## src/rtl/soc_reset_pkg.sv

```systemverilog
// Shared types and constants for the SoC reset sequencer and its debounce helper.
package soc_reset_pkg;
  localparam int CNT_W = 16;

  typedef enum logic [1:0] {
    ASSERT = 2'd0,
    BUS_UP = 2'd1,
    RUN    = 2'd2
  } rst_state_e;

  localparam logic [1:0] CAUSE_POR = 2'd0;
  localparam logic [1:0] CAUSE_BTN = 2'd1;
  localparam logic [1:0] CAUSE_SW  = 2'd2;
endpackage

```

## src/rtl/soc_reset_ctrl_if.sv

```systemverilog
// Button/software-request inputs and staged reset/status outputs of the reset sequencer.
interface soc_reset_ctrl_if;
  logic       btn_n_i;
  logic       sw_rst_req_i;
  logic       periph_rst_o;
  logic       cpu_rst_o;
  logic       ready_o;
  logic [1:0] rst_cause_o;
  logic [7:0] rst_count_o;

  modport master (
    output btn_n_i, sw_rst_req_i,
    input  periph_rst_o, cpu_rst_o, ready_o, rst_cause_o, rst_count_o
  );

  modport slave (
    input  btn_n_i, sw_rst_req_i,
    output periph_rst_o, cpu_rst_o, ready_o, rst_cause_o, rst_count_o
  );
endinterface

```

## src/rtl/reset_debounce.sv

```systemverilog
// Two-flop synchroniser plus debounce for an active-low gpio input.
// press_o pulses in the same cycle stable_o falls, so a trigger can act on that edge.
module reset_debounce
  import soc_reset_pkg::*;
#(
  parameter logic [CNT_W-1:0] DEBOUNCE_CYCLES = 16'd50000
) (
  input  logic clock,
  input  logic reset,
  input  logic din_i,
  output logic stable_o,
  output logic press_o
);

  logic             sync1_q, sync2_q;
  logic             stable_q, stable_d;
  logic [CNT_W-1:0] cnt_q, cnt_d;
  logic             accept;

  assign accept = (sync2_q != stable_q) && (cnt_q == DEBOUNCE_CYCLES - CNT_W'(1));

  always_comb begin
    stable_d = stable_q;
    cnt_d    = '0;
    if (sync2_q != stable_q) begin
      if (accept) stable_d = sync2_q;
      else        cnt_d    = cnt_q + CNT_W'(1);
    end
  end

  always_ff @(posedge clock or posedge reset) begin
    if (reset) begin
      sync1_q  <= 1'b1;
      sync2_q  <= 1'b1;
      stable_q <= 1'b1;
      cnt_q    <= '0;
    end else begin
      sync1_q  <= din_i;
      sync2_q  <= sync1_q;
      stable_q <= stable_d;
      cnt_q    <= cnt_d;
    end
  end

  assign stable_o = stable_q;
  assign press_o  = accept & stable_q;

endmodule

```

## src/rtl/soc_reset_ctrl.sv

```systemverilog
// Reset sequencer: merges debounced button and CPU software request, releases
// peripheral reset first and CPU reset STAGGER_CYCLES later, tracks cause and count.
module soc_reset_ctrl
  import soc_reset_pkg::*;
#(
  parameter logic [CNT_W-1:0] DEBOUNCE_CYCLES = 16'd50000,
  parameter logic [CNT_W-1:0] HOLD_CYCLES     = 16'd64,
  parameter logic [CNT_W-1:0] STAGGER_CYCLES  = 16'd16
) (
  input logic             clock,
  input logic             reset,
  soc_reset_ctrl_if.slave bus
);

  logic             btn_stable, btn_press, trigger;
  rst_state_e       state_q, state_d;
  logic [CNT_W-1:0] cnt_q, cnt_d;
  logic             periph_q, cpu_q, ready_q;
  logic [1:0]       cause_q, cause_d;
  logic [7:0]       count_q, count_d;

  reset_debounce #(.DEBOUNCE_CYCLES(DEBOUNCE_CYCLES)) u_debounce (
    .clock    (clock),
    .reset    (reset),
    .din_i    (bus.btn_n_i),
    .stable_o (btn_stable),
    .press_o  (btn_press)
  );

  // A button press wins the cause when it coincides with a software request.
  assign trigger = btn_press | bus.sw_rst_req_i;

  always_comb begin
    state_d = state_q;
    cnt_d   = cnt_q + CNT_W'(1);
    cause_d = cause_q;
    count_d = count_q;
    if (trigger) begin
      cause_d = btn_press ? CAUSE_BTN : CAUSE_SW;
      if (count_q != 8'hFF) count_d = count_q + 8'd1;
    end
    case (state_q)
      ASSERT: begin
        if (trigger || !btn_stable) begin
          cnt_d = '0;
        end else if (cnt_q == HOLD_CYCLES - CNT_W'(1)) begin
          state_d = BUS_UP;
          cnt_d   = '0;
        end
      end
      BUS_UP: begin
        if (trigger) begin
          state_d = ASSERT;
          cnt_d   = '0;
        end else if (cnt_q == STAGGER_CYCLES - CNT_W'(1)) begin
          state_d = RUN;
          cnt_d   = '0;
        end
      end
      RUN: begin
        cnt_d = '0;
        if (trigger) state_d = ASSERT;
      end
      default: begin
        state_d = ASSERT;
        cnt_d   = '0;
      end
    endcase
  end

  always_ff @(posedge clock or posedge reset) begin
    if (reset) begin
      state_q  <= ASSERT;
      cnt_q    <= '0;
      periph_q <= 1'b1;
      cpu_q    <= 1'b1;
      ready_q  <= 1'b0;
      cause_q  <= CAUSE_POR;
      count_q  <= 8'd0;
    end else begin
      state_q  <= state_d;
      cnt_q    <= cnt_d;
      periph_q <= (state_d == ASSERT);
      cpu_q    <= (state_d != RUN);
      ready_q  <= (state_d == RUN);
      cause_q  <= cause_d;
      count_q  <= count_d;
    end
  end

  assign bus.periph_rst_o = periph_q;
  assign bus.cpu_rst_o    = cpu_q;
  assign bus.ready_o      = ready_q;
  assign bus.rst_cause_o  = cause_q;
  assign bus.rst_count_o  = count_q;

endmodule

```

## src/flat_wrapper.sv

```systemverilog
// flat-port wrapper written by rule: the top's interface ports become plain ports
module soc_reset_ctrl_flat import soc_reset_pkg::*;
#(
  parameter logic [CNT_W-1:0] DEBOUNCE_CYCLES = 16'd50000,
  parameter logic [CNT_W-1:0] HOLD_CYCLES     = 16'd64,
  parameter logic [CNT_W-1:0] STAGGER_CYCLES  = 16'd16
)
  (clock, reset, bus_btn_n_i, bus_sw_rst_req_i, bus_periph_rst_o, bus_cpu_rst_o, bus_ready_o, bus_rst_cause_o, bus_rst_count_o);
  soc_reset_ctrl_if bus_i ();
  input logic clock;
  input logic reset;
  input wire logic [$bits(bus_i.btn_n_i)-1:0] bus_btn_n_i;
  input wire logic [$bits(bus_i.sw_rst_req_i)-1:0] bus_sw_rst_req_i;
  output wire logic [$bits(bus_i.periph_rst_o)-1:0] bus_periph_rst_o;
  output wire logic [$bits(bus_i.cpu_rst_o)-1:0] bus_cpu_rst_o;
  output wire logic [$bits(bus_i.ready_o)-1:0] bus_ready_o;
  output wire logic [$bits(bus_i.rst_cause_o)-1:0] bus_rst_cause_o;
  output wire logic [$bits(bus_i.rst_count_o)-1:0] bus_rst_count_o;
  assign bus_i.btn_n_i = bus_btn_n_i;
  assign bus_i.sw_rst_req_i = bus_sw_rst_req_i;
  assign bus_periph_rst_o = bus_i.periph_rst_o;
  assign bus_cpu_rst_o = bus_i.cpu_rst_o;
  assign bus_ready_o = bus_i.ready_o;
  assign bus_rst_cause_o = bus_i.rst_cause_o;
  assign bus_rst_count_o = bus_i.rst_count_o;
  soc_reset_ctrl #(.DEBOUNCE_CYCLES(DEBOUNCE_CYCLES), .HOLD_CYCLES(HOLD_CYCLES), .STAGGER_CYCLES(STAGGER_CYCLES)) u_core (.clock(clock), .reset(reset), .bus(bus_i));
endmodule
```

## config.mk

```make
export PLATFORM = sky130hd
export DESIGN_NAME = soc_reset_ctrl_flat
export DESIGN_NICKNAME = d
export VERILOG_FILES = /design/src/rtl/soc_reset_pkg.sv /design/src/rtl/soc_reset_ctrl_if.sv /design/src/rtl/reset_debounce.sv /design/src/rtl/soc_reset_ctrl.sv /design/src/flat_wrapper.sv
export SDC_FILE = /design/constraint.sdc
export NUM_CORES = 1
export LEC_CHECK = 0
export BUFFER_PORTS_ARGS = -buffer_cell sky130_fd_sc_hd__buf_2
export CORE_ASPECT_RATIO = 1.4
export CORE_MARGIN = 10
export CORE_UTILIZATION = 47
export CTS_CLUSTER_SIZE = 24
export DETAILED_ROUTE_END_ITERATION = 7
export PLACE_DENSITY_LB_ADDON = 0.15
export SYNTH_ARGS = -nofsm -noshare
export SYNTH_HDL_FRONTEND = slang
export SYNTH_SLANG_ARGS = --single-unit
export TNS_END_PERCENT = 10
```

## constraint.sdc

```tcl
create_clock -name clock -period 2.9 [get_ports clock]
set_input_delay 0.145 -clock clock [delete_from_list [all_inputs] [get_ports clock]]
set_output_delay 0.145 -clock clock [all_outputs]
set_load 0.1 [all_outputs]
```

# ---- Yosys cells after proc, flatten, opt, wreduce, memory -nomap -nowiden
# Index checks and enable logic that the tools add are counted.
dict set report totals {
  reg_bits 50
  out_inout_bits 13
}
dict set report classes {
  addsub 3
  n_eq_ne 9
  mux 14
  bitwise 2
  reduce_logical 7
}
# op count
set op_table {}
lappend op_table {{16-bit 2-to-1 mux} 6}
lappend op_table {{16-bit by 1-bit adder with 16-bit output, second input constant} 2}
lappend op_table {{16-bit one-hot mux with 2 select lines} 1}
lappend op_table {{16-bit equality test, second input constant} 1}
lappend op_table {{16-bit by 4-bit equality test with 1-bit output, second input constant} 1}
lappend op_table {{16-bit by 6-bit equality test with 1-bit output, second input constant} 1}
lappend op_table {{2-bit 2-to-1 mux} 6}
lappend op_table {{8-bit by 1-bit adder with 8-bit output, second input constant} 1}
lappend op_table {{8-bit != test, second input constant} 1}
lappend op_table {{2-bit one-hot mux with 3 select lines} 1}
lappend op_table {{2-bit equality test, second input constant} 2}
lappend op_table {{2-bit zero test} 2}
lappend op_table {{2-bit AND reduction} 2}
lappend op_table {{2-bit by 1-bit equality test with 1-bit output, second input constant} 1}
lappend op_table {{2-bit != test, second input constant} 1}
lappend op_table {{1-bit AND} 1}
lappend op_table {{1-bit logical AND} 1}
lappend op_table {{1-bit zero test} 1}
lappend op_table {{1-bit logical OR} 1}
lappend op_table {{1-bit != test} 1}
lappend op_table {{1-bit bitwise OR} 1}

# ---- Depth between registers and ports, before layout
# Gate-level depths: netlist (run 1).
dict set report depth {
  ltp_word 8
  ltp_mapped 7
  ltp_nobuf 6
}

# ---- Cells and area by module
# Synthesis (run 1) repeated with hierarchy kept, for this count alone.
dict set report unflattened {
  cells_unflattened 228
  hier_area_um2 2419.8
}
# module n_inst cells_per_inst area_each_um2 seq_area_each_um2
set by_module_without_submodules {}
lappend by_module_without_submodules {soc_reset_ctrl 1 138 1465.2 778.2}
lappend by_module_without_submodules {reset_debounce 1 90 954.7 479.2}

# ---- Least setup slack after synthesis (run 1)
# No wires, ideal clock.
dict set report synth_timing {
  kind {register to register}
  from {reg u_core.count_q[0], in the netlist u_core.bus.rst_count_o[0]}
  to {reg u_core.count_q[1], in the netlist u_core.bus.rst_count_o[1]}
  setup_time_ns 0.126
  arrival_ns 2.089
  t_required_ns 2.774
  path_slack_ns 0.686
  stages_incl_launch_ff 6
  synth_period_minus_slack_ns 2.214
  cell_sequence {dfrtp_1 > ha_1 > nand4_1 > o32ai_1 > a21oi_2 > mux2_2}
}
dict set report synth_via {
  elab_chain_cells 2
  word_cells_on_any_way 3
}
# element line
set synth_rtl {}
lappend synth_rtl {{start, declared} soc_reset_ctrl.sv:20} ;# logic [7:0] count_q, count_d;
lappend synth_rtl {{start signal, assigned} soc_reset_ctrl.sv:87} ;# count_q <= count_d;
lappend synth_rtl {{branches (longest 2 deep; another with 8-bit by 1-bit adder with 8-bit output)} -}
# Parallel ways; which one is timed is not known.
# A chain may end at the register's enable or synchronous reset.

# ---- Worst setup path after layout (run 1)
dict set report layout_timing {
  from {reg u_core.cnt_q[0]}
  to {reg u_core.cnt_q[12]}
}
dict set report layout_via {
  elab_chain_cells 4
  word_cells_on_any_way 8
}
# element line
set layout_rtl {}
lappend layout_rtl {{start, declared} soc_reset_ctrl.sv:17} ;# logic [CNT_W-1:0] cnt_q, cnt_d;
lappend layout_rtl {{start signal, assigned} soc_reset_ctrl.sv:82} ;# cnt_q <= cnt_d;
lappend layout_rtl {{16-bit by 1-bit adder with 16-bit output, or another cell as far along} soc_reset_ctrl.sv:35} ;# cnt_d = cnt_q + CNT_W'(1);
lappend layout_rtl {{16-bit 2-to-1 mux, on equally long branches} {soc_reset_ctrl.sv:55, soc_reset_ctrl.sv:46}}
lappend layout_rtl {{16-bit 2-to-1 mux, on equally long branches} {soc_reset_ctrl.sv:52, soc_reset_ctrl.sv:44}}
lappend layout_rtl {{16-bit one-hot mux with 2 select lines (*)} soc_reset_ctrl.sv:42} ;# case (state_q)
lappend layout_rtl {{named net u_core.cnt_d[12]} soc_reset_ctrl.sv:17}
# The timed path passes the listed nets; every way through them passes the cells marked *.

==> results of run 1 <==
area by class of cell:
cell class | instances | area share (%)
sequential | 50 | 48.2
tap | 64 | 3.07
clock buffer | 5 | 2.64
timing repair buffer | 17 | 3.45
multi-input combinational | 157 | 40.4
clock inverter | 3 | 1.68
inverter | 4 | 0.575
flip-flops by register name (all words and copies together) (netlist names):
signal,count
u_core.u_debounce.sync2_q,1
u_core.u_debounce.stable_o,1
u_core.u_debounce.sync1_q,1
u_core.bus.rst_cause_o,2
u_core.u_debounce.cnt_q,16
u_core.cnt_q,16
u_core.state_q,2
u_core.bus.cpu_rst_o,1
u_core.bus.periph_rst_o,1
u_core.bus.ready_o,1
u_core.bus.rst_count_o,8
kinds of logic (layout without fill, tap and decap cells):
| logic type | Yosys count | after routing | share of synthesized area [%] |
|---|---|---|---|
| fa+ha+maj | 3 | 3 | 1.60 |
| buf+inv | 7 | 29 | 1.44 |
| flops | 50 | 50 | 53.6 |
| compound gates | 13 | 13 | 4.16 |
| simple gates | 102 | 102 | 24.2 |
| mux | 3 | 3 | 1.60 |
| xor+xnor | 36 | 36 | 13.4 |
final timing paths:
check                           slack [ns]                          end  depth (start not counted)                       from
worst max-delay path                  0.76             u_core.cnt_q[12]                          6            u_core.cnt_q[0]
worst min-delay path                  0.08  u_core.u_debounce.cnt_q[14]                          2                      reset
max in group asynchronous             2.20   u_core.u_debounce.cnt_q[0]                          2                      reset
min in group clock                    0.17    u_core.bus.rst_cause_o[1]                          3           bus_sw_rst_req_i
worst min register to register        0.36    u_core.u_debounce.sync2_q                          0  u_core.u_debounce.sync1_q
worst max register to register        0.76             u_core.cnt_q[12]                          6            u_core.cnt_q[0]
cells in the final DEF, fill, tap and decap left out, types with 7 or more instances in the layout:
cell and instances:
dfrtp_1 45, nor2_1 39, xor2_1 23, buf_2 16, xnor2_1 13, nand2_1 12, nand3_1 12, nand4_1 11
and3_1 7
metal layers:
layer | vias up | routed length (um) | global-route usage [%]
met3 | 6 | 127 | 2.77
li1 | 783 | - | -
met5 | - | 0 | 0
met2 | 14 | 2060 | 18.6
met4 | 0 | 65 | 4.11
met1 | 751 | 1850 | 12.8
power by group through the flow:
stage	combinational, uW	clock [uW]	sequential [uW]
3_5_place_dp	423	0	819
4_1_cts	425	505	806
2_1_floorplan	78.5	0	1080
6_report	419	487	806
3_3_place_gp	419	0	819
5_1_grt	442	523	818
critical path: cells and delay by family, from the launching register on:
kind	cells	cell delay, ns
AO/OA/AOI/OAI	2	0.75
flip-flops	1	0.38
AND/OR/NAND/NOR	3	0.65
adder cells (fa/ha/maj)	1	0.19
timing repair:
| action | CTS | global route |
|---|---|---|
| gates resized for setup | 0 | 0 |
| hold endpoints to repair | 1 | 0 |
| hold buffers | 1 | 0 |
metrics by stage:
| stage | cells | area [um^2] | setup WS (ns) |
|---|---|---|---|
| 2_1_floorplan | 214 | 2350 | 0.686 |
| 3_3_place_gp | 291 | 2490 | 0.842 |
| 3_5_place_dp | 291 | 2490 | 0.740 |
| 4_1_cts | 300 | 2610 | 0.713 |
| 5_1_grt | 300 | 2610 | 0.461 |
| 6_report | 300 | 2610 | 0.764 |
==> summary.md, run 1 <==
| Metric | Value |
|---|---|
| Slew HR | `32.9%` |
| Syn-to-layout area delta | `11.3%` |
| Setup Skew | `0.0106 ns` |
| Io pins | `17` |
| Largest net degree at the start of global routing | `51` |
| Final setup TNS | `0 ns` |
| Avg WL per Cell | `13.7 um` |
| TritonCTS buffer count | `5` |
| Critical-path cell list | `ha_1 -> nand3_1 -> nor2_1 -> o21ai_0 -> o21ai_2 -> nor2_1` |
| Status | `completed` |
| Ys async rst share | `100%` |
| Max Transition Viols Final | `0` |
| H-Tree Depth | `2` |
| Worst-skew pair later-pin latency | `0.30 ns` |
| Tmin final | `2.14 ns` |
| Initial drt markers | `93` |
| Detail Route Antenna Nets | `0` |
| Root Buffer | `clkbuf_8` |
| Worst setup SP type | `register` |
| Antenna violations before repair | `0` |
| Crit-path max FO | `16` |
| Setup CP Type | `register to register` |
| PortBufs | `16` |
| Die ar. | `0.00826 mm^2` |
| Vias in the first global route | `1,645` |
| Clk network pwr share | `28.4%` |
| GR Overflow Total | `0` |
| Leakage | `0.00117 uW` |
| Endpoints failing setup | `0` |
| Largest area contributor in the netlist | `dfrtp_1` |
| Initial DRT Pass Iterations | `4` |
| Vias/cell | `5.18` |
| Cell count after synthesis | `214` |
| Die width | `79.7 um` |
| Min-delay worst type | `input port to asynchronous set/reset pin` |
| DR DRC count | `0` |
| Seq pwr share | `47.1%` |
| Sw Pwr | `641 uW` |
| Pwr Density | `656 mW/mm^2` |
| Rows | `30` |
| ANT cells | `0` |
| DP Wirelength | `2.86 mm` |
| Starting density of the core | `48.4%` |
| Critical Path Sink Type | `register` |
| NumNets Final | `242` |
| Count leader, synth | `dfrtp_1` |
| Slowest cell on crit path | `o21ai_2` |
| Clock transition at the registers of the reported paths | `0.09 ns` |
| FILL cells | `452` |
| Sequential share of the synthesized area | `53.6%` |
| Pwr Total | `1710 uW` |
| Top cell type's share of synthesized area | `48.0%` |
| CTS tree | `done` |
| DR vias | `1,554` |
| RSZ-0062 raised after global routing | `false` |
| Syn Area/Cell | `11.0 um^2` |
| Worst hold slack | `0.0832 ns` |
| EDFF count, synth | `0` |
| Netlist cell types | `37` |
| Setup Buffers After CTS | `0` |
| Internal | `1070 uW` |
| CORE AREA | `0.00484 mm^2` |
| Slew of the pin with the lowest slew margin | `1.01 ns` |
| Critical path's most frequent cell | `nor2_1` |
| Fin crit share | `73.7%` |
| WL final | `4.10 mm` |
| Layout cells sized above 1 | `17.4%` |
| GP Congestion | `0.830` |
| Prevailing post-synth register cell | `dfrtp_1` |
| Synth Cell Area | `0.00235 mm^2` |
| Gate power share | `24.5%` |
| First-pass GRT wire length | `7.60 mm` |
| Final Hold Fails | `0` |
| Syn nets | `221` |
| FF+latch count, synth | `50` |
| Most instantiated cells after synthesis | `dfrtp_1, nor2_1, xor2_1` |
| Worst vdd ir | `0.454 mV` |
| Sequential cell area | `0.00126 mm^2` |
| Sw Ratio | `37.5%` |
| Top cells by area, synth | `dfrtp_1, xor2_1, nor2_1, dfstp_2, xnor2_1` |
| Max-cap violations | `0` |
| Worst EP required | `3.06 ns` |
| Crit path largest cell delay | `0.58 ns` |
| GRT Overall Usage | `11.0%` |
| Clock Tree Buf Depth | `2` |
| Synth warn | `0` |
| Die height | `104 um` |
| Final core area utilization | `53.9%` |
| CP arrival | `2.29 ns` |
| Clock sinks | `50` |
| Fmax achieved | `468 MHz` |
| Area of the multi-input gates | `0.00105 mm^2` |
Note: power is estimated with default switching activity, not from simulation.
==> run 2, diff against run 1 <==
--- a/config.mk
+++ b/config.mk
@@ -5,6 +5,7 @@
 export SDC_FILE = /design/constraint.sdc
 export NUM_CORES = 1
 export LEC_CHECK = 0
+export ABC_AREA = 1
 export BUFFER_PORTS_ARGS = -buffer_cell sky130_fd_sc_hd__buf_2
 export CORE_ASPECT_RATIO = 1.4
 export CORE_MARGIN = 10
==> constraint.sdc (replaced) <==
create_clock -name clock -period 2.05 [get_ports clock]
set_input_delay 0.1025 -clock clock [delete_from_list [all_inputs] [get_ports clock]]
set_output_delay 0.1025 -clock clock [all_outputs]
set_load 0.1 [all_outputs]
==> summary.md, run 2 <==
| Metric | Value |
|---|---|
| Clk network pwr share | `25.7% (-2.7 points)` |
| GR Overflow Total | `0 (unchanged)` |
| Initial DRT Pass Iterations | `4 (unchanged)` |
| Sequential share of the synthesized area | `44.3% (-9.3 points)` |
| Worst vdd ir | `0.666 mV (+47%)` |
| Setup WS pre-CTS | `0.318 ns (-0.422 ns)` |
| Die height | `112 um (+8.1%)` |
| Endpoints failing setup | `0 (unchanged)` |
| Sw Ratio | `36.9% (-0.53 points)` |
| ANT cells | `0 (unchanged)` |
| Syn nets | `394 (+78%)` |
| Clock Tree Buf Depth | `2 (unchanged)` |
| CTS resizes | `0 (unchanged)` |
| Pwr Density | `697 mW/mm^2 (+6.3%)` |
| Largest net degree at the start of global routing | `51 (unchanged)` |
| Min-delay worst type | `input port to register` |
| Worst path top cell family by delay | `simple AND/OR/NAND/NOR gates` |
| Worst EP required | `2.23 ns (-0.83 ns)` |
| Clock transition at the registers of the reported paths | `0.09 ns (about the same)` |
| Setup CP Type | `register to register` |
| Seq pwr share | `50.6% (+3.5 points)` |
| Io pins | `17 (unchanged)` |
| Largest area contributor in the netlist | `dfrtp_1` |
| Cell count after synthesis | `387 (+81%)` |
| Setup Buffers After CTS | `0 (unchanged)` |
| Die ar. | `0.00959 mm^2 (+16%)` |
| Min-Delay Path Depth | `2` |
| Gate power share | `23.7% (-0.8 points)` |
| Top cells by area, synth | `dfrtp_1, nand2_1, nand3_1, nor2_1, xor2_1` |
| RSZ-0062 raised after global routing | `false` |
| GRT Overall Usage | `12.8% (+1.8 points)` |
| Syn Area/Cell | `7.34 um^2 (-33%)` |
| Final worst slack | `0.309 ns (-0.454 ns)` |
| Commonest non-fill, non-tap cell in the layout | `nand2_1` |
| Root Buffer | `clkbuf_8` |
| Worst Reg2Reg Path Length in Cells | `8 (+2)` |
| Slew of the pin with the lowest slew margin | `0.611 ns (-0.395 ns)` |
| Slowest cell on crit path | `dfrtp_1` |
| WHS Endpoint | `u_core.bus.rst_cause_o[1]` |
| Vias in the first global route | `2,395 (+46%)` |
| Critical-path cell list | `ha_1 -> nand3_1 -> nor2_1 -> nand3_1 -> nand3_2 -> clkinv_1 -> nand3_1 -> nand2_1` |
| DR vias | `2,425 (+56%)` |
| Crit-path max FO | `10 (-6)` |
| Final setup TNS | `0 ns (unchanged)` |
| Metal-1 WL | `2.50 mm (+35%)` |
| Clock sinks | `50 (unchanged)` |
| CORE AREA | `0.00586 mm^2 (+21%)` |
| R2r startpoint | `u_core.u_debounce.cnt_q[0]` |
| Tmin final | `1.74 ns (-0.396 ns)` |
| DP Wirelength | `4.55 mm (+59%)` |
| GP Congestion | `0.841 (+1.4%)` |
| FILL cells | `580 (+28%)` |
| DR DRC count | `0 (unchanged)` |
| Prevailing post-synth register cell | `dfrtp_1` |
| First-pass GRT wire length | `10.4 mm (+37%)` |
| Slew HR | `59.3% (+26 points)` |
| Netlist cell types | `27 (-27%)` |
| Leakage | `0.00163 uW (+40%)` |
| Setup Skew | `0.0110 ns (+0.000410 ns)` |
| Worst setup SP type | `register` |
| NumNets Final | `420 (+74%)` |
| Synth Cell Area | `0.00284 mm^2 (+21%)` |
| Commonest cells after routing, fill and taps aside | `nand2_1, nor2_1, nand3_1` |
| Critical Path Sink Type | `register` |
| H-Tree Depth | `2 (unchanged)` |
| Max Transition Viols Final | `0 (unchanged)` |
| FF+latch count, synth | `50 (unchanged)` |
| FF-to-FF End | `u_core.cnt_q[8]` |
| Antenna violations before repair | `0 (unchanged)` |
| CP arrival | `1.93 ns (-0.36 ns)` |
| Layout cells sized above 1 | `12.1% (-5.3 points)` |
| DR top layer | `met4` |
| Status | `completed` |
| Top cell type's share of synthesized area | `39.7% (-8.3 points)` |
| Die width | `85.7 um (+7.5%)` |
| Worst Path Buf+Inv | `1 (+1)` |
| Hold wc startpoint | `bus_sw_rst_req_i` |
| Critical path's most frequent cell | `nand3_1` |
| Avg WL per Cell | `12.3 um (-10%)` |
| Internal | `1380 uW (+29%)` |
| WL final | `5.95 mm (+45%)` |
| Fmax achieved | `574 MHz (+23%)` |
| Sw Pwr | `806 uW (+26%)` |
| Starting density of the core | `48.4% (about the same)` |
| Detail Route Antenna Nets | `0 (unchanged)` |
| Count leader, synth | `nand2_1` |
| CTS tree | `done` |
| Flop2flop setup slack | `0.31 ns (-0.45 ns)` |
| Final Hold Fails | `0 (unchanged)` |
| Synth warn | `0 (unchanged)` |
| Crit path largest cell delay | `0.38 ns (-0.20 ns)` |
| Ys async rst share | `100% (unchanged)` |
| Fin crit share | `84.9% (+11 points)` |
| Vias/cell | `5.01 (-3.3%)` |
| Rows | `33 (+10%)` |
| Worst hold slack | `0.0361 ns (-0.0471 ns)` |
| Routed length on met3 | `108 um (-15%)` |
| Initial drt markers | `86 (-7.5%)` |
| PortBufs | `16 (unchanged)` |
| Routed wl met2 | `3.23 mm (+57%)` |
| Worst-skew pair later-pin latency | `0.30 ns (about the same)` |
| Syn-to-layout area delta | `10.3%` |
| Max-cap violations | `0 (unchanged)` |
| TritonCTS buffer count | `5 (unchanged)` |
| Most instantiated cells after synthesis | `nand2_1, nor2_1, nand3_1` |
| EDFF count, synth | `0 (unchanged)` |
==> run 2: cell types whose count changed after synthesis, sizes merged, moves of 4 or more <==
cell | before | now
nand2 | 12 | 107
nand3 | 12 | 59
inv | 4 | 45
nor2 | 39 | 65
nand4 | 12 | 2
nor3 | 1 | 11
xnor2 | 13 | 4
and3 | 7 | 0
a21oi | 1 | 5
and4 | 4 | 0
xor2 | 23 | 19
==> run 2: worst max-delay path by stage <==
stage	from	to	slack, ns	cells after the start
final	u_core.u_debounce.cnt_q[0]	u_core.cnt_q[8]	0.31	8
after global routing	u_core.u_debounce.cnt_q[0]	u_core.cnt_q[8]	0.10	8
after CTS	u_core.u_debounce.cnt_q[0]	u_core.cnt_q[8]	0.30	8
after detailed placement	u_core.u_debounce.cnt_q[0]	u_core.cnt_q[8]	0.32	8
after global placement	u_core.u_debounce.cnt_q[0]	u_core.cnt_q[11]	0.37	8
after floorplan	u_core.bus.rst_count_o[4]	u_core.bus.rst_count_o[4]	0.08	6
==> run 2: what timing repair did <==
item	CTS	global route
endpoints found under the hold margin	46	0
setup endpoints to repair	0	0
hold buffers	2	0
==> run 2: metrics by stage <==
stage	util (%)	instance area [um^2]	instances	total power, uW
after floorplan	-	2840	387	1550
after global placement	51.6	3020	474	1640
after detailed placement	51.6	3020	474	1650
after CTS	53.4	3130	484	2210
after global routing	53.4	3130	484	2290
final	53.4	3130	484	2180
==> run 2: final cells by class <==
class / count / area (um^2) / share of cell area [%]
Tap cell: 70 / 87.6 / 2.80
Multi-Input combinational cell: 287 / 1380 / 44.2
Sequential cell: 50 / 1260 / 40.3
Clock inverter: 2 / 15.0 / 0.480
Timing Repair Buffer: 23 / 138 / 4.40
Inverter: 46 / 173 / 5.52
Clock buffer: 6 / 72.6 / 2.32
==> run 2: routing by layer <==
| metal | track usage (%) | up-vias |
|---|---|---|
| met2 | 24.3 | 25 |
| met4 | 4.30 | 0 |
| li1 | - | 1268 |
| met5 | 0 | - |
| met3 | 2.19 | 9 |
| met1 | 13.5 | 1123 |
==> run 2: cell families (layout without fill, tap and decap cells) <==
group,after synthesis,count (layout),share of synthesized area (%)
and+or+nand+nor,248,248,37.6
DFF,50,50,44.3
buffers and inverters,50,77,7.01
xor gates and xnor gates,23,23,7.10
AOI/OAI and AO/OA,13,13,2.64
adders and majority gates,3,3,1.32
==> run 2: power by group through the flow <==
| stage | combinational (uW) | sequential, uW | clock [uW] |
|---|---|---|---|
| after CTS | 524 | 1110 | 584 |
| after detailed placement | 520 | 1120 | 0 |
| after global placement | 516 | 1120 | 0 |
| after floorplan | 130 | 1420 | 0 |
| after global routing | 551 | 1120 | 625 |
| final | 517 | 1100 | 560 |
==> run 3, diff against run 2 <==
==> constraint.sdc (replaced) <==
create_clock -name clock -period 1.6 [get_ports clock]
set_input_delay 0.08 -clock clock [delete_from_list [all_inputs] [get_ports clock]]
set_output_delay 0.08 -clock clock [all_outputs]
set_load 0.1 [all_outputs]
==> summary.md, run 3 (synthesis gave the netlist of run 2 again) <==
| Metric | Value |
|---|---|
| Worst Path Buf+Inv | `1 (unchanged)` |
| Sequential cell area | `0.00127 mm^2 (+0.79%)` |
| PortBufs | `16 (unchanged)` |
| R2r startpoint | `u_core.u_debounce.stable_o` |
| Cell total after placement | `492 (+3.8%)` |
| Initial DRT Pass Iterations | `4 (unchanged)` |
| Clock sinks | `50 (unchanged)` |
| Avg WL per Cell | `13.0 um (+5.4%)` |
| Fmax achieved | `642 MHz (+12%)` |
| Starting density of the core | `48.4% (unchanged)` |
| Endpoints failing setup | `0 (unchanged)` |
| GR Overflow Total | `0 (unchanged)` |
| Flop2flop setup slack | `0.04 ns (-0.27 ns)` |
| Clock transition at the registers of the reported paths | `0.11 ns (+0.02 ns)` |
| ANT cells | `0 (unchanged)` |
| Setup Skew | `0.0162 ns (+0.00520 ns)` |
| Crit-path max FO | `10 (unchanged)` |
| Max-cap violations | `0 (unchanged)` |
| Area of the multi-input gates | `0.00148 mm^2 (+7.3%)` |
| Rows | `33 (unchanged)` |
| CTS tree | `done` |
| Layout cells sized above 1 | `21.9% (+9.8 points)` |
| First-pass GRT wire length | `11.7 mm (+12%)` |
| Commonest cells after routing, fill and taps aside | `nand2_1, nor2_1, nand3_1` |
| Crit path largest cell delay | `0.57 ns (+0.19 ns)` |
| Syn-to-layout area delta | `21.7%` |
| H-Tree Depth | `2 (unchanged)` |
| Leakage | `0.00176 uW (+8.1%)` |
| Clock Tree Buf Depth | `2 (unchanged)` |
| Antenna violations before repair | `0 (unchanged)` |
| Sw Ratio | `37.8% (+0.86 points)` |
| Pwr Density | `843 mW/mm^2 (+21%)` |
| Die width | `85.7 um (unchanged)` |
| CORE AREA | `0.00586 mm^2 (unchanged)` |
| Slowest cell on crit path | `dfstp_2` |
| DR DRC count | `0 (unchanged)` |
| RSZ-0062 raised after global routing | `true` |
| Die ar. | `0.00959 mm^2 (unchanged)` |
| NumNets Final | `444 (+5.7%)` |
| Max Transition Viols Final | `0 (unchanged)` |
| Critical path's most frequent cell | `nand2_1` |
| Seq pwr share | `49.5% (-1.1 points)` |
| Die height | `112 um (unchanged)` |
| Status | `completed` |
| Worst vdd ir | `1.00 mV (+51%)` |
| Pwr Total | `2910 uW (+34%)` |
| CP startpoint | `u_core.u_debounce.stable_o` |
| Critical Path Sink Type | `register` |
| Tmin final | `1.56 ns (-0.182 ns)` |
| CP arrival | `1.75 ns (-0.18 ns)` |
| Internal | `1810 uW (+32%)` |
| Critical-path cell list | `nand2_1 -> nand2_2 -> nand3_2 -> nor2_4 -> nand2_2 -> nand2_4 -> buf_12 -> nand2_8 -> nand2_1 -> nand2_1` |
| Vias in the first global route | `2,697 (+13%)` |
| Clk network pwr share | `25.9% (+0.2 points)` |
| Fin crit share | `97.4% (+13 points)` |
| Worst EP required | `1.79 ns (-0.44 ns)` |
| Root Buffer | `clkbuf_8` |
| FILL cells | `569 (-1.9%)` |
| DP Area | `0.00323 mm^2 (+6.9%)` |
| Gate power share | `24.7% (+1.0 points)` |
| GRT Overall Usage | `14.2% (+1.4 points)` |
| TritonCTS buffer count | `5 (unchanged)` |
| Detail Route Antenna Nets | `0 (unchanged)` |
| Post-route cell area | `0.00346 mm^2 (+10%)` |
| Slew HR | `67.6% (+8.3 points)` |
| Sw Pwr | `1100 uW (+37%)` |
| Final Hold Fails | `0 (unchanged)` |
| Commonest non-fill, non-tap cell in the layout | `nand2_1` |
| DP Wirelength | `4.79 mm (+5.3%)` |
| Min-delay worst type | `input port to asynchronous set/reset pin` |
| Initial drt markers | `159 (+85%)` |
| Finished Layout Cells | `508 (+5.0%)` |
| DR vias | `2,590 (+6.8%)` |
| Worst path top cell family by delay | `simple AND/OR/NAND/NOR gates` |
| GP Congestion | `0.867 (+3.0%)` |
| Setup CP Type | `register to register` |
| Worst-skew pair later-pin latency | `0.31 ns (about the same)` |
| WL final | `6.58 mm (+11%)` |
| Largest net degree at the start of global routing | `51 (unchanged)` |
| Vias/cell | `5.10 (+1.8%)` |
| Worst setup SP type | `register` |
| Io pins | `17 (unchanged)` |
| Slew of the pin with the lowest slew margin | `0.489 ns (-0.121 ns)` |
[run 3: changes by cell type in the layout (fill, tap and decap cells not counted), moves of 3 or more]
cell,previous run,this run
nand3_1,57,52
buf_4,5,25
nand3_2,2,5
nand2_1,105,99
nand2_2,2,6
dfrtp_1,41,37
ha_1,3,0
[run 3: repair_timing]
| action | CTS | global route |
|---|---|---|
| cloned | 0 | 0 |
| pin swaps | 0 | 5 |
| setup buffers | 0 | 5 |
| hold buffers | 3 | 0 |
| hold endpoints to repair | 47 | 0 |
| setup endpoints to repair | 8 | 29 |
| resized for setup | 1 | 18 |
[run 3: path summary, 6_finish.rpt]
path | endpoint | cells past startpoint
worst max-delay path | u_core.bus.rst_count_o[2] | 10
max in group asynchronous | u_core.u_debounce.sync1_q | 4
min in group clock | u_core.u_debounce.sync2_q | 0
worst min-delay path | u_core.cnt_q[7] | 4
worst max register to register | u_core.bus.rst_count_o[2] | 10
worst min register to register | u_core.u_debounce.sync2_q | 0
[run 3: power groups by stage]
stage	clock, uW	sequential [uW]	combinational [uW]
global placement	0	1460	700
CTS	773	1440	711
floorplan	0	1840	178
global route	816	1460	763
finish	754	1440	718
detailed placement	0	1460	704
[run 3: cell type report]
class                      instances  area share, %
clock buffer                       5           1.99
inverter                          46           5.00
clock inverter                     3          0.615
timing repair buffer              47           10.1
multi-input combinational        287           42.9
tap                               70           2.53
sequential                        50           36.8
[run 3: metrics by stage]
step	hold WS, ns	setup slack [ns]	util [%]	TNS [ns]
after floorplan	0.0845	0.00689	-	0
after global placement	0.146	0.0559	55.1	0
after detailed placement	0.146	-0.00939	55.1	-0.0286
after CTS	0.354	0.00589	57.3	0
after global routing	0.373	-0.0626	58.9	-0.859
final	0.360	0.0413	58.9	0
[run 3: worst min-delay path, delay by kind of cell]
family                 cells  cell delay, ns
buffers and inverters      4            0.98
[run 3: layer usage]
metal / vias to the layer above / global-route usage [%] / wire length (um) / part of all wire (%)
li1: 1317 / - / - / -
met1: 1242 / 15.2 / 2630 / 40
met2: 24 / 27.2 / 3750 / 57
met3: 7 / 2.26 / 135 / 2.1
met4: 0 / 3.74 / 70 / 1.1
met5: - / 0 / 0 / 0
